## src/rtl/implication_commit_if.sv

```systemverilog
// Handshake bundle between the implication engine, the commit block and the assignment store.
interface implication_commit_if #(
    parameter int unsigned LUT_SIZE     = 8,
    parameter int unsigned VAR_ID_WIDTH = 20
);
    localparam int unsigned PIN_W = 2 * LUT_SIZE + 2;
    localparam int unsigned IDS_W = (LUT_SIZE + 1) * VAR_ID_WIDTH;
    localparam int unsigned CNT_W = $clog2(LUT_SIZE + 2);

    logic                    in_valid;
    logic                    in_ready;
    logic [PIN_W-1:0]        in_pins;
    logic [PIN_W-1:0]        in_implied;
    logic                    in_conflict;
    logic [IDS_W-1:0]        in_var_ids;
    logic                    wr_valid;
    logic                    wr_ready;
    logic [VAR_ID_WIDTH-1:0] wr_var_id;
    logic                    wr_value;
    logic                    done_valid;
    logic                    done_ready;
    logic [CNT_W-1:0]        done_count;
    logic                    done_conflict;

    modport master (
        output in_valid, in_pins, in_implied, in_conflict, in_var_ids, wr_ready, done_ready,
        input  in_ready, wr_valid, wr_var_id, wr_value, done_valid, done_count, done_conflict
    );

    modport slave (
        input  in_valid, in_pins, in_implied, in_conflict, in_var_ids, wr_ready, done_ready,
        output in_ready, wr_valid, wr_var_id, wr_value, done_valid, done_count, done_conflict
    );
endinterface

```

## src/rtl/implication_commit.sv

```systemverilog
// Serialises newly implied LUT pins onto the assignment write port and reports a per-LUT record.
// Optional IMPLY_COMMIT_DUPVAR_EN: merge/flag pins that share a variable ID (adds one cycle).
module implication_commit #(
    parameter int unsigned LUT_SIZE     = 8,
    parameter int unsigned VAR_ID_WIDTH = 20
) (
    input  logic               ap_clk,
    input  logic               ap_rst_n,
    implication_commit_if.slave bus
);
    localparam int unsigned NP    = LUT_SIZE + 1;
    localparam int unsigned CNT_W = $clog2(LUT_SIZE + 2);
    localparam int unsigned IDS_W = NP * VAR_ID_WIDTH;

    localparam logic [1:0] ZERO = 2'b00;
    localparam logic [1:0] ONE  = 2'b01;

    localparam logic [1:0] IDLE   = 2'd0;
    localparam logic [1:0] EMIT   = 2'd1;
    localparam logic [1:0] REPORT = 2'd2;
`ifdef IMPLY_COMMIT_DUPVAR_EN
    localparam logic [1:0] DEDUP  = 2'd3;
`endif

    function automatic logic is_known(input logic [1:0] p);
        return (p == ZERO) || (p == ONE);
    endfunction

    logic [1:0]       state_q, state_d;
    logic             in_ready_q, in_ready_d;
    logic [NP-1:0]    mask_q, mask_d;
    logic [NP-1:0]    val_q, val_d;
    logic [IDS_W-1:0] ids_q, ids_d;
    logic [CNT_W-1:0] count_q, count_d;
    logic             conflict_q, conflict_d;

    logic [NP-1:0]    new_mask, new_val, known_mask, known_val, lowest;
    logic             base_conf, accept;

    // Classify each pin of the incoming result
    always_comb begin
        new_mask   = '0;
        new_val    = '0;
        known_mask = '0;
        known_val  = '0;
        base_conf  = bus.in_conflict;
        for (int i = 0; i < int'(NP); i++) begin
            known_mask[i] = is_known(bus.in_pins[2*i +: 2]);
            known_val[i]  = bus.in_pins[2*i];
            new_mask[i]   = !is_known(bus.in_pins[2*i +: 2]) && is_known(bus.in_implied[2*i +: 2]);
            new_val[i]    = bus.in_implied[2*i];
            if (is_known(bus.in_pins[2*i +: 2]) && (bus.in_implied[2*i +: 2] != bus.in_pins[2*i +: 2]))
                base_conf = 1'b1;
        end
    end

`ifdef IMPLY_COMMIT_DUPVAR_EN
    logic [NP-1:0] drop_q, drop_d, dup_drop;
    logic          dupconf_q, dupconf_d, dup_conf;

    // Pairwise ID compare; a higher pin repeating a lower pin's assignment is redundant
    always_comb begin
        dup_drop = '0;
        dup_conf = 1'b0;
        for (int i = 0; i < int'(NP); i++) begin
            for (int j = 0; j < int'(NP); j++) begin
                if (j != i && bus.in_var_ids[i*VAR_ID_WIDTH +: VAR_ID_WIDTH]
                              == bus.in_var_ids[j*VAR_ID_WIDTH +: VAR_ID_WIDTH]) begin
                    if (new_mask[i] && new_mask[j] && j < i) begin
                        if (new_val[i] == new_val[j]) dup_drop[i] = 1'b1;
                        else                          dup_conf    = 1'b1;
                    end
                    if (new_mask[i] && known_mask[j] && new_val[i] != known_val[j])
                        dup_conf = 1'b1;
                end
            end
        end
    end
`endif

    assign accept = (state_q == IDLE) && in_ready_q && bus.in_valid;
    assign lowest = mask_q & (~mask_q + NP'(1));

    // Next-state and datapath update
    always_comb begin
        state_d    = state_q;
        mask_d     = mask_q;
        val_d      = val_q;
        ids_d      = ids_q;
        count_d    = count_q;
        conflict_d = conflict_q;
`ifdef IMPLY_COMMIT_DUPVAR_EN
        drop_d     = drop_q;
        dupconf_d  = dupconf_q;
`endif
        case (state_q)
            IDLE: begin
                if (accept) begin
                    ids_d      = bus.in_var_ids;
                    val_d      = new_val;
                    count_d    = '0;
                    conflict_d = base_conf;
`ifdef IMPLY_COMMIT_DUPVAR_EN
                    mask_d     = new_mask;
                    drop_d     = dup_drop;
                    dupconf_d  = dup_conf;
                    state_d    = DEDUP;
`else
                    mask_d     = base_conf ? '0 : new_mask;
                    state_d    = (base_conf || new_mask == '0) ? REPORT : EMIT;
`endif
                end
            end
`ifdef IMPLY_COMMIT_DUPVAR_EN
            DEDUP: begin
                conflict_d = conflict_q || dupconf_q;
                mask_d     = (conflict_q || dupconf_q) ? '0 : (mask_q & ~drop_q);
                state_d    = (mask_d == '0) ? REPORT : EMIT;
            end
`endif
            EMIT: begin
                if (bus.wr_ready) begin
                    mask_d  = mask_q & ~lowest;
                    count_d = count_q + CNT_W'(1);
                    if (mask_d == '0) state_d = REPORT;
                end
            end
            REPORT: begin
                if (bus.done_ready) state_d = IDLE;
            end
            default: state_d = IDLE;
        endcase
        in_ready_d = (state_d == IDLE);
    end

    // State and latched-result registers
    always_ff @(posedge ap_clk or negedge ap_rst_n) begin
        if (!ap_rst_n) begin
            state_q    <= IDLE;
            in_ready_q <= 1'b0;
            mask_q     <= '0;
            val_q      <= '0;
            ids_q      <= '0;
            count_q    <= '0;
            conflict_q <= 1'b0;
`ifdef IMPLY_COMMIT_DUPVAR_EN
            drop_q     <= '0;
            dupconf_q  <= 1'b0;
`endif
        end else begin
            state_q    <= state_d;
            in_ready_q <= in_ready_d;
            mask_q     <= mask_d;
            val_q      <= val_d;
            ids_q      <= ids_d;
            count_q    <= count_d;
            conflict_q <= conflict_d;
`ifdef IMPLY_COMMIT_DUPVAR_EN
            drop_q     <= drop_d;
            dupconf_q  <= dupconf_d;
`endif
        end
    end

    // Lowest pending pin drives the write port; zero when nothing is pending
    always_comb begin
        bus.wr_var_id = '0;
        bus.wr_value  = 1'b0;
        for (int i = int'(NP) - 1; i >= 0; i--) begin
            if (mask_q[i]) begin
                bus.wr_var_id = ids_q[i*VAR_ID_WIDTH +: VAR_ID_WIDTH];
                bus.wr_value  = val_q[i];
            end
        end
    end

    assign bus.in_ready      = in_ready_q;
    assign bus.wr_valid      = (state_q == EMIT);
    assign bus.done_valid    = (state_q == REPORT);
    assign bus.done_count    = count_q;
    assign bus.done_conflict = conflict_q;
endmodule

```

## src/flat_wrapper.sv

```systemverilog
// flat-port wrapper written by rule: the top's interface ports become plain ports
module implication_commit_flat 
#(
    parameter int unsigned LUT_SIZE     = 8,
    parameter int unsigned VAR_ID_WIDTH = 20
)
  (ap_clk, ap_rst_n, bus_in_valid, bus_in_pins, bus_in_implied, bus_in_conflict, bus_in_var_ids, bus_wr_ready, bus_done_ready, bus_in_ready, bus_wr_valid, bus_wr_var_id, bus_wr_value, bus_done_valid, bus_done_count, bus_done_conflict);
  implication_commit_if #(.LUT_SIZE(LUT_SIZE), .VAR_ID_WIDTH(VAR_ID_WIDTH)) bus_i ();
  input  logic ap_clk;
  input  logic ap_rst_n;
  input wire logic [$bits(bus_i.in_valid)-1:0] bus_in_valid;
  input wire logic [$bits(bus_i.in_pins)-1:0] bus_in_pins;
  input wire logic [$bits(bus_i.in_implied)-1:0] bus_in_implied;
  input wire logic [$bits(bus_i.in_conflict)-1:0] bus_in_conflict;
  input wire logic [$bits(bus_i.in_var_ids)-1:0] bus_in_var_ids;
  input wire logic [$bits(bus_i.wr_ready)-1:0] bus_wr_ready;
  input wire logic [$bits(bus_i.done_ready)-1:0] bus_done_ready;
  output wire logic [$bits(bus_i.in_ready)-1:0] bus_in_ready;
  output wire logic [$bits(bus_i.wr_valid)-1:0] bus_wr_valid;
  output wire logic [$bits(bus_i.wr_var_id)-1:0] bus_wr_var_id;
  output wire logic [$bits(bus_i.wr_value)-1:0] bus_wr_value;
  output wire logic [$bits(bus_i.done_valid)-1:0] bus_done_valid;
  output wire logic [$bits(bus_i.done_count)-1:0] bus_done_count;
  output wire logic [$bits(bus_i.done_conflict)-1:0] bus_done_conflict;
  assign bus_i.in_valid = bus_in_valid;
  assign bus_i.in_pins = bus_in_pins;
  assign bus_i.in_implied = bus_in_implied;
  assign bus_i.in_conflict = bus_in_conflict;
  assign bus_i.in_var_ids = bus_in_var_ids;
  assign bus_i.wr_ready = bus_wr_ready;
  assign bus_i.done_ready = bus_done_ready;
  assign bus_in_ready = bus_i.in_ready;
  assign bus_wr_valid = bus_i.wr_valid;
  assign bus_wr_var_id = bus_i.wr_var_id;
  assign bus_wr_value = bus_i.wr_value;
  assign bus_done_valid = bus_i.done_valid;
  assign bus_done_count = bus_i.done_count;
  assign bus_done_conflict = bus_i.done_conflict;
  implication_commit #(.LUT_SIZE(LUT_SIZE), .VAR_ID_WIDTH(VAR_ID_WIDTH)) u_core (.ap_clk(ap_clk), .ap_rst_n(ap_rst_n), .bus(bus_i));
endmodule
```

## config.mk

```make
export PLATFORM = sky130hd
export DESIGN_NAME = implication_commit_flat
export DESIGN_NICKNAME = d
export VERILOG_FILES = /design/src/rtl/implication_commit_if.sv /design/src/rtl/implication_commit.sv /design/src/flat_wrapper.sv
export SDC_FILE = /design/constraint.sdc
export NUM_CORES = 1
export LEC_CHECK = 0
export CORE_ASPECT_RATIO = 1.1
export CORE_UTILIZATION = 35
export CTS_CLUSTER_SIZE = 14
export DETAILED_ROUTE_END_ITERATION = 8
export PLACE_DENSITY = 0.68
export RECOVER_POWER = 50
export SYNTH_ARGS = -nofsm -noshare
export SYNTH_HDL_FRONTEND = slang
export SYNTH_SLANG_ARGS = --single-unit
```

## constraint.sdc

```tcl
create_clock -name ap_clk -period 2.25 [get_ports ap_clk]
set_input_delay 0.225 -clock ap_clk [delete_from_list [all_inputs] [get_ports ap_clk]]
set_output_delay 0.225 -clock ap_clk [all_outputs]
set_load 0.03 [all_outputs]
```

# ---- Word level (Yosys, flattened, before mapping)
# Cells that the tools add are included.
dict set report classes {
  bitwise 4
  eq_ne 31
  n_reduce_logical 73
  muxes 40
  n_addsub 2
}
# cell count
set ops {}
lappend ops {{2-to-1 mux 20 bit} 9}
lappend ops {{logical NOT 2 bit} 20}
lappend ops {{== test 2 x 1 -> 1 bit (second input constant)} 19}
lappend ops {{2-to-1 mux 9 bit} 3}
lappend ops {{logical AND 1 bit} 20}
lappend ops {{logical OR 1 bit} 19}
lappend ops {{AND 9 bit} 2}
lappend ops {{logical NOT 9 bit} 2}
lappend ops {{2-to-1 mux 1 bit} 18}
lappend ops {{inequality test 2 bit} 9}
lappend ops {{inverter 9 bit} 2}
lappend ops {{case mux 9 bit (2 select lines)} 1}
lappend ops {{2-to-1 mux 2 bit} 5}
lappend ops {{adder 9 x 1 -> 9 bit (second input constant)} 1}
lappend ops {{logical NOT 1 bit} 9}
lappend ops {{2-to-1 mux 4 bit} 2}
lappend ops {{case mux 4 bit (2 select lines)} 1}
lappend ops {{case mux 2 bit (3 select lines)} 1}
lappend ops {{adder 4 x 1 -> 4 bit (second input constant)} 1}
lappend ops {{AND reduction 3 bit} 1}
lappend ops {{== test 2 bit (second input constant)} 1}
lappend ops {{inequality test 2 x 1 -> 1 bit (second input constant)} 1}
lappend ops {{inequality test 2 bit (second input constant)} 1}
lappend ops {{AND reduction 2 bit} 1}
lappend ops {{nonzero test 2 bit} 1}
dict set report totals {
  word_cells 157
  out_inout_bits 29
  regBits 206
  in_bits 222
}

# ---- Logic depth before layout (Yosys ltp)
dict set report logic_depth {
  depth_word 17
  mapped_depth 9
}

# ---- Worst setup path before layout
# OpenSTA, ideal clock, no wires.
dict set report synth_timing {
  path_kind {register to output}
  from {reg u_core.mask_q[7]}
  to {out bus_wr_var_id[5]}
  slack_ns 0.092
  n_path_buf 2
  stages_incl_launch_ff 8
  arrival_ns 1.933
  required_ns 2.025
  cell_sequence {dfrtp_1 -> nor2b_2 -> buf_6 -> buf_6 -> a221oi_1 -> o31ai_1 -> a221oi_1 -> o21ai_0}
}
dict set report synth_via {
  elab_chain_len 8
}
# item line
set synth_rtl {}
lappend synth_rtl {{start: declaration} implication_commit.sv:31} ;# logic [NP-1:0] mask_q, mask_d;
lappend synth_rtl {{start signal: assignment} implication_commit.sv:153} ;# mask_q <= mask_d;
lappend synth_rtl {{2-to-1 mux 20 bit (8 in series)} implication_commit.sv:170} ;# if (mask_q[i]) begin
lappend synth_rtl {{end: declaration} flat_wrapper.sv:20} ;# output wire logic [$bits(bus_i.wr_var_id)-1:0] bus_wr_var_id;
# No other way between the ends.

# ---- Final worst setup path
dict set report layout_timing {
  from {reg u_core.mask_q[8]}
  to {out bus_wr_var_id[15]}
}
dict set report layout_via {
  elab_chain_len 9
}
# item line
set layout_rtl {}
lappend layout_rtl {{2-to-1 mux 20 bit (9 in series)} implication_commit.sv:170}
# No other way between the ends.

==> results summary <==
The run finished, with violations left. The checks that failed: max-capacitance violations, max-slew violations, negative setup slack. The number of instances in the placed design came out at 1719. The analysis attributes to cell leakage a power of 6.41 nW. Total power for the finished layout comes to 13.9 mW. The path depth of the worst reg2reg path is 5. The worst-case clock buffer depth is 3.

In this run the number of H-tree levels came out at 1. Headroom to the max-slew limit came out at -22.3%. Derived from the worst setup path, the maximum achievable clock frequency is 385 MHz.

The full die area came out at 28200 um2. The total of endpoints with negative setup slack in the final report came out at 21. The sequential fraction of the synthesis area came out at 53.5%. The number of nets with antenna violations after detailed routing came out at 0.

The mean number of vias per cell came out at 4.94. The number of instances in the synthesized netlist came out at 1159. The count of different cell masters after synthesis is 41. The terminating pin of the worst hold path is u_core.ids_q[1]$_DFFE_PN0P_.

The total overflow left after global routing is 0. Across every metal layer, demand over resource in global routing totals 21.4%. The most numerous cell type found on the critical path is a221oi_2.

After synthesis the netlist holds a flip-flop and latch count of 206. The instance area at placement is 12600 um2. The sum of buffers and inverters on the critical path is 2. The via count of the first global-routing pass came out at 8710. The number of violations of the max-capacitance limit came out at 1. The number of placement rows is 63.

For this design the ratio of total power to cell area is 1020 nW/um2. The average footprint of a synthesized cell is 8.31 um2. For this configuration, the core starts out at a cell density of 35.6%. The starting DRC count in detailed routing came out at 871. Yosys attributes the largest share of cell area to dfrtp_1, nand2_1, a221oi_1.

The worst clock skew on the final layout came out at 0.00967 ns. Counting every net in the synthesized netlist gives 1382. The kind of launch point of the worst setup path is a flop.

In this run the most critical hold path is launched from bus_in_var_ids[1]. The post-route fraction of the period consumed by the critical path is 116%. The count of cells in the finished layout, fillers not included, comes to 1765. The share of synthesized cell area in and, or, nand and nor gates is 24.8%. The total core area is 27000 um2. The xor-xnor portion of the synthesized cell area is 1.00%. After synthesis the cells add up to 9640 um2. The number of sinks driven by the clock tree came out at 206. Relative to the synthesized area, the layout overhead comes to 41.7%. The global placer's final weighted congestion is 0.824.

For flop-to-flop paths, the worst setup slack is 0.02 ns. In this run the tool buffered the top-level ports with 250 buffer cells. After synthesis, the share of flip-flops with an asynchronous set or reset is 100%.

The post-detailed-placement half-perimeter wirelength is 21400 um. STA classifies the critical path endpoint as a primary output. The longest individual stage delay on the worst path came out at 0.38 ns.

The adder-cell share of the synthesized area is 0.338%. The arrival time of data at the critical path endpoint came out at 2.38 ns. The first detailed-routing pass ran for 7 iterations. The CTS buffer count is 23. The final-report max-slew violation count is 65.

The endpoint required time on the critical path came out at 2.03 ns. The clock latency reported for the late side of the worst-skew pair came out at 0.50 ns. The total number of yosys warnings came out at 0.

The initial antenna violation count came out at 3. In the synthesized netlist, the cells that appear most often are nand2_1, dfrtp_1, o21ai_0. The number of vias in the routed layout came out at 8712. After routing the design area is 13700 um2. nand2_1 is the most common cell in the netlist.

Traced cell by cell, the critical path runs through nor2b_4, buf_12, a221oi_2, o31ai_2, a221oi_2, a211o_1, a21oi_2, buf_6. The synthesized design spends more area on one cell type than any other, namely dfrtp_1. The die height came out at 176 um. The ratio of cells with drive above 1 in the final layout is 10.2%. In this run the clock root is driven by a clkbuf_16.

The count of boundary I/O pins came out at 251. After synthesis, the largest family of logic cells by area is simple AND/OR/NAND/NOR gates. The maximum number of pins on one net before global-route repair is 83.

The origin of the critical flop-to-flop path is u_core.state_q[0]$_DFF_PN0_. The worst-path cell with the longest stage delay is dfrtp_1. Counting instances, the worst hold path has a depth of 3. The min-delay analysis places its worst path in the category primary input to flop. The predominant post-synthesis flop cell is dfrtp_1. The total wire length after detailed routing is 30100 um. The final worst slack came out at -0.350 ns. The final critical-path required period came out at 2.60 ns. The largest fanout on the critical path is 21. The count of flip-flops with a built-in enable after synthesis came out at 0. After detailed routing, the number of remaining DRC violations is 0. The capture instance of the worst register-to-register path is u_core.ids_q[78]$_DFFE_PN0P_. Clock-pin slew was measured on the worst setup and hold paths at 0.06 ns. The hold violation total from the final report came out at 0. The global-route wire length before repair is 47500 um. TritonCTS built the clock tree. Setup repair after global routing could not meet its margin everywhere. The number of fill cells in the layout came out at 2538. The share of the core filled with cells in the final layout came out at 50.5%. IR analysis of the VDD net gives a maximum drop of 0.528 mV. The compound-gate portion of the synthesized area is 15.2%. The family of cells with the greatest summed delay on the critical path is compound AO/OA/AOI/OAI gates. From left edge to right edge, the die measures 160 um. The class of the most critical setup path is flop to primary output. The wire length per cell is 17.1 um. The post-layout net count is 1613. Summed over its instances, the top area cell type makes up 53.5% of the synthesized netlist area.

At the placement stage, the worst setup path has a slack of -0.0761 ns. At the pin with the least slew margin, the transition time is 1.83 ns. The multiplexer area fraction after synthesis is 0.117%.
cell families after synthesis:
logic type	count (synthesis)
and+or+nand+nor	597
xor gates and xnor gates	11
AOI/OAI and AO/OA	229
DFF	206
buffers and inverters	112
adders and majority gates	3
muxes	1
area by class of cell:
cell class	instances	area, um2	area share (%)
clock inverters	10	155	1.14
clock buffers	31	686	5.02
diodes	2	5.00	0.0367
multi-input cells	841	4190	30.7
well taps	357	447	3.27
flip-flops and latches	206	5160	37.8
repair buffers	288	2910	21.3
inverters	30	113	0.825
worst min-delay path: stages:
cell and delay, ns:
clkdlybuf4s50_1 0.39, nand2_1 0.05, nand2_1 0.04
routing by layer:
layer | global-route usage [%] | vias up | share of wire [%]
met5 | 0 | - | 0.040
met4 | 5.56 | 2 | 2.0
met3 | 4.32 | 42 | 7.2
met2 | 32.7 | 313 | 44
met1 | 30.7 | 4090 | 46
li1 | - | 4265 | -
what timing repair did:
item | 4_1_cts | 5_1_grt
gates cloned | 0 | 0
hold endpoints to repair | 62 | 0
pin swaps | 10 | 3
hold buffers | 1 | 0
resized for setup | 36 | 9
endpoints found under the setup margin | 22 | 21
setup buffers | 2 | 0
worst max-delay path by stage:
| stage | to | cells past startpoint | startpoint |
|---|---|---|---|
| final | bus_wr_var_id[15] | 8 | u_core.mask_q[8]$_DFFE_PN0P_ |
| after global routing | bus_wr_var_id[15] | 8 | u_core.mask_q[7]$_DFFE_PN0P_ |
| after CTS | bus_wr_var_id[15] | 8 | u_core.mask_q[8]$_DFFE_PN0P_ |
| after detailed placement | bus_wr_var_id[10] | 5 | u_core.mask_q[5]$_DFFE_PN0P_ |
| after global placement | bus_wr_var_id[10] | 5 | u_core.mask_q[5]$_DFFE_PN0P_ |
| after floorplan | bus_wr_var_id[5] | 7 | u_core.mask_q[7]$_DFFE_PN0P_ |
stage by stage:
stage / TNS (ns) / hold slack, ns
after floorplan: 0 / -0.0706
after global placement: -0.0168 / 0.224
after detailed placement: -0.0761 / 0.228
after CTS: -5.84 / 0.227
after global routing: -25.69 / 0.246
final: -5.42 / 0.242
flip-flops by register name (all words and copies together), names as in the netlist:
register	cells
u_core.val_q	9
u_core.mask_q	9
u_core.bus.done_count	4
u_core.state_q	2
u_core.bus.done_conflict	1
u_core.ids_q	180
u_core.bus.in_ready	1
placed cells by master (no fill, tap or decap), drive strengths merged, types with 2 or more instances in the layout:
cell type,instances
dfrtp,206
xor2,11
a22oi,15
buf,57
clkinvlp,2
clkdlybuf4s50,227
maj3,2
a221oi,42
diode,2
clkbuf,33
nor2b,30
o21a,3
nand2b,12
o31ai,21
nand3,3
nor2,27
a211o,6
nor4,2
nand4,3
a21oi,58
nand2,516
o21ai,72
o22ai,7
bufinv,4
clkinv,4
inv,30
power by group:
group / internal (mW) / switching, mW / total [mW]
registers: 5.34 / 1.01 / 6.35
clock network: 2.58 / 1.53 / 4.12
logic: 1.40 / 2.08 / 3.47
(Power assumes the default switching activity.)
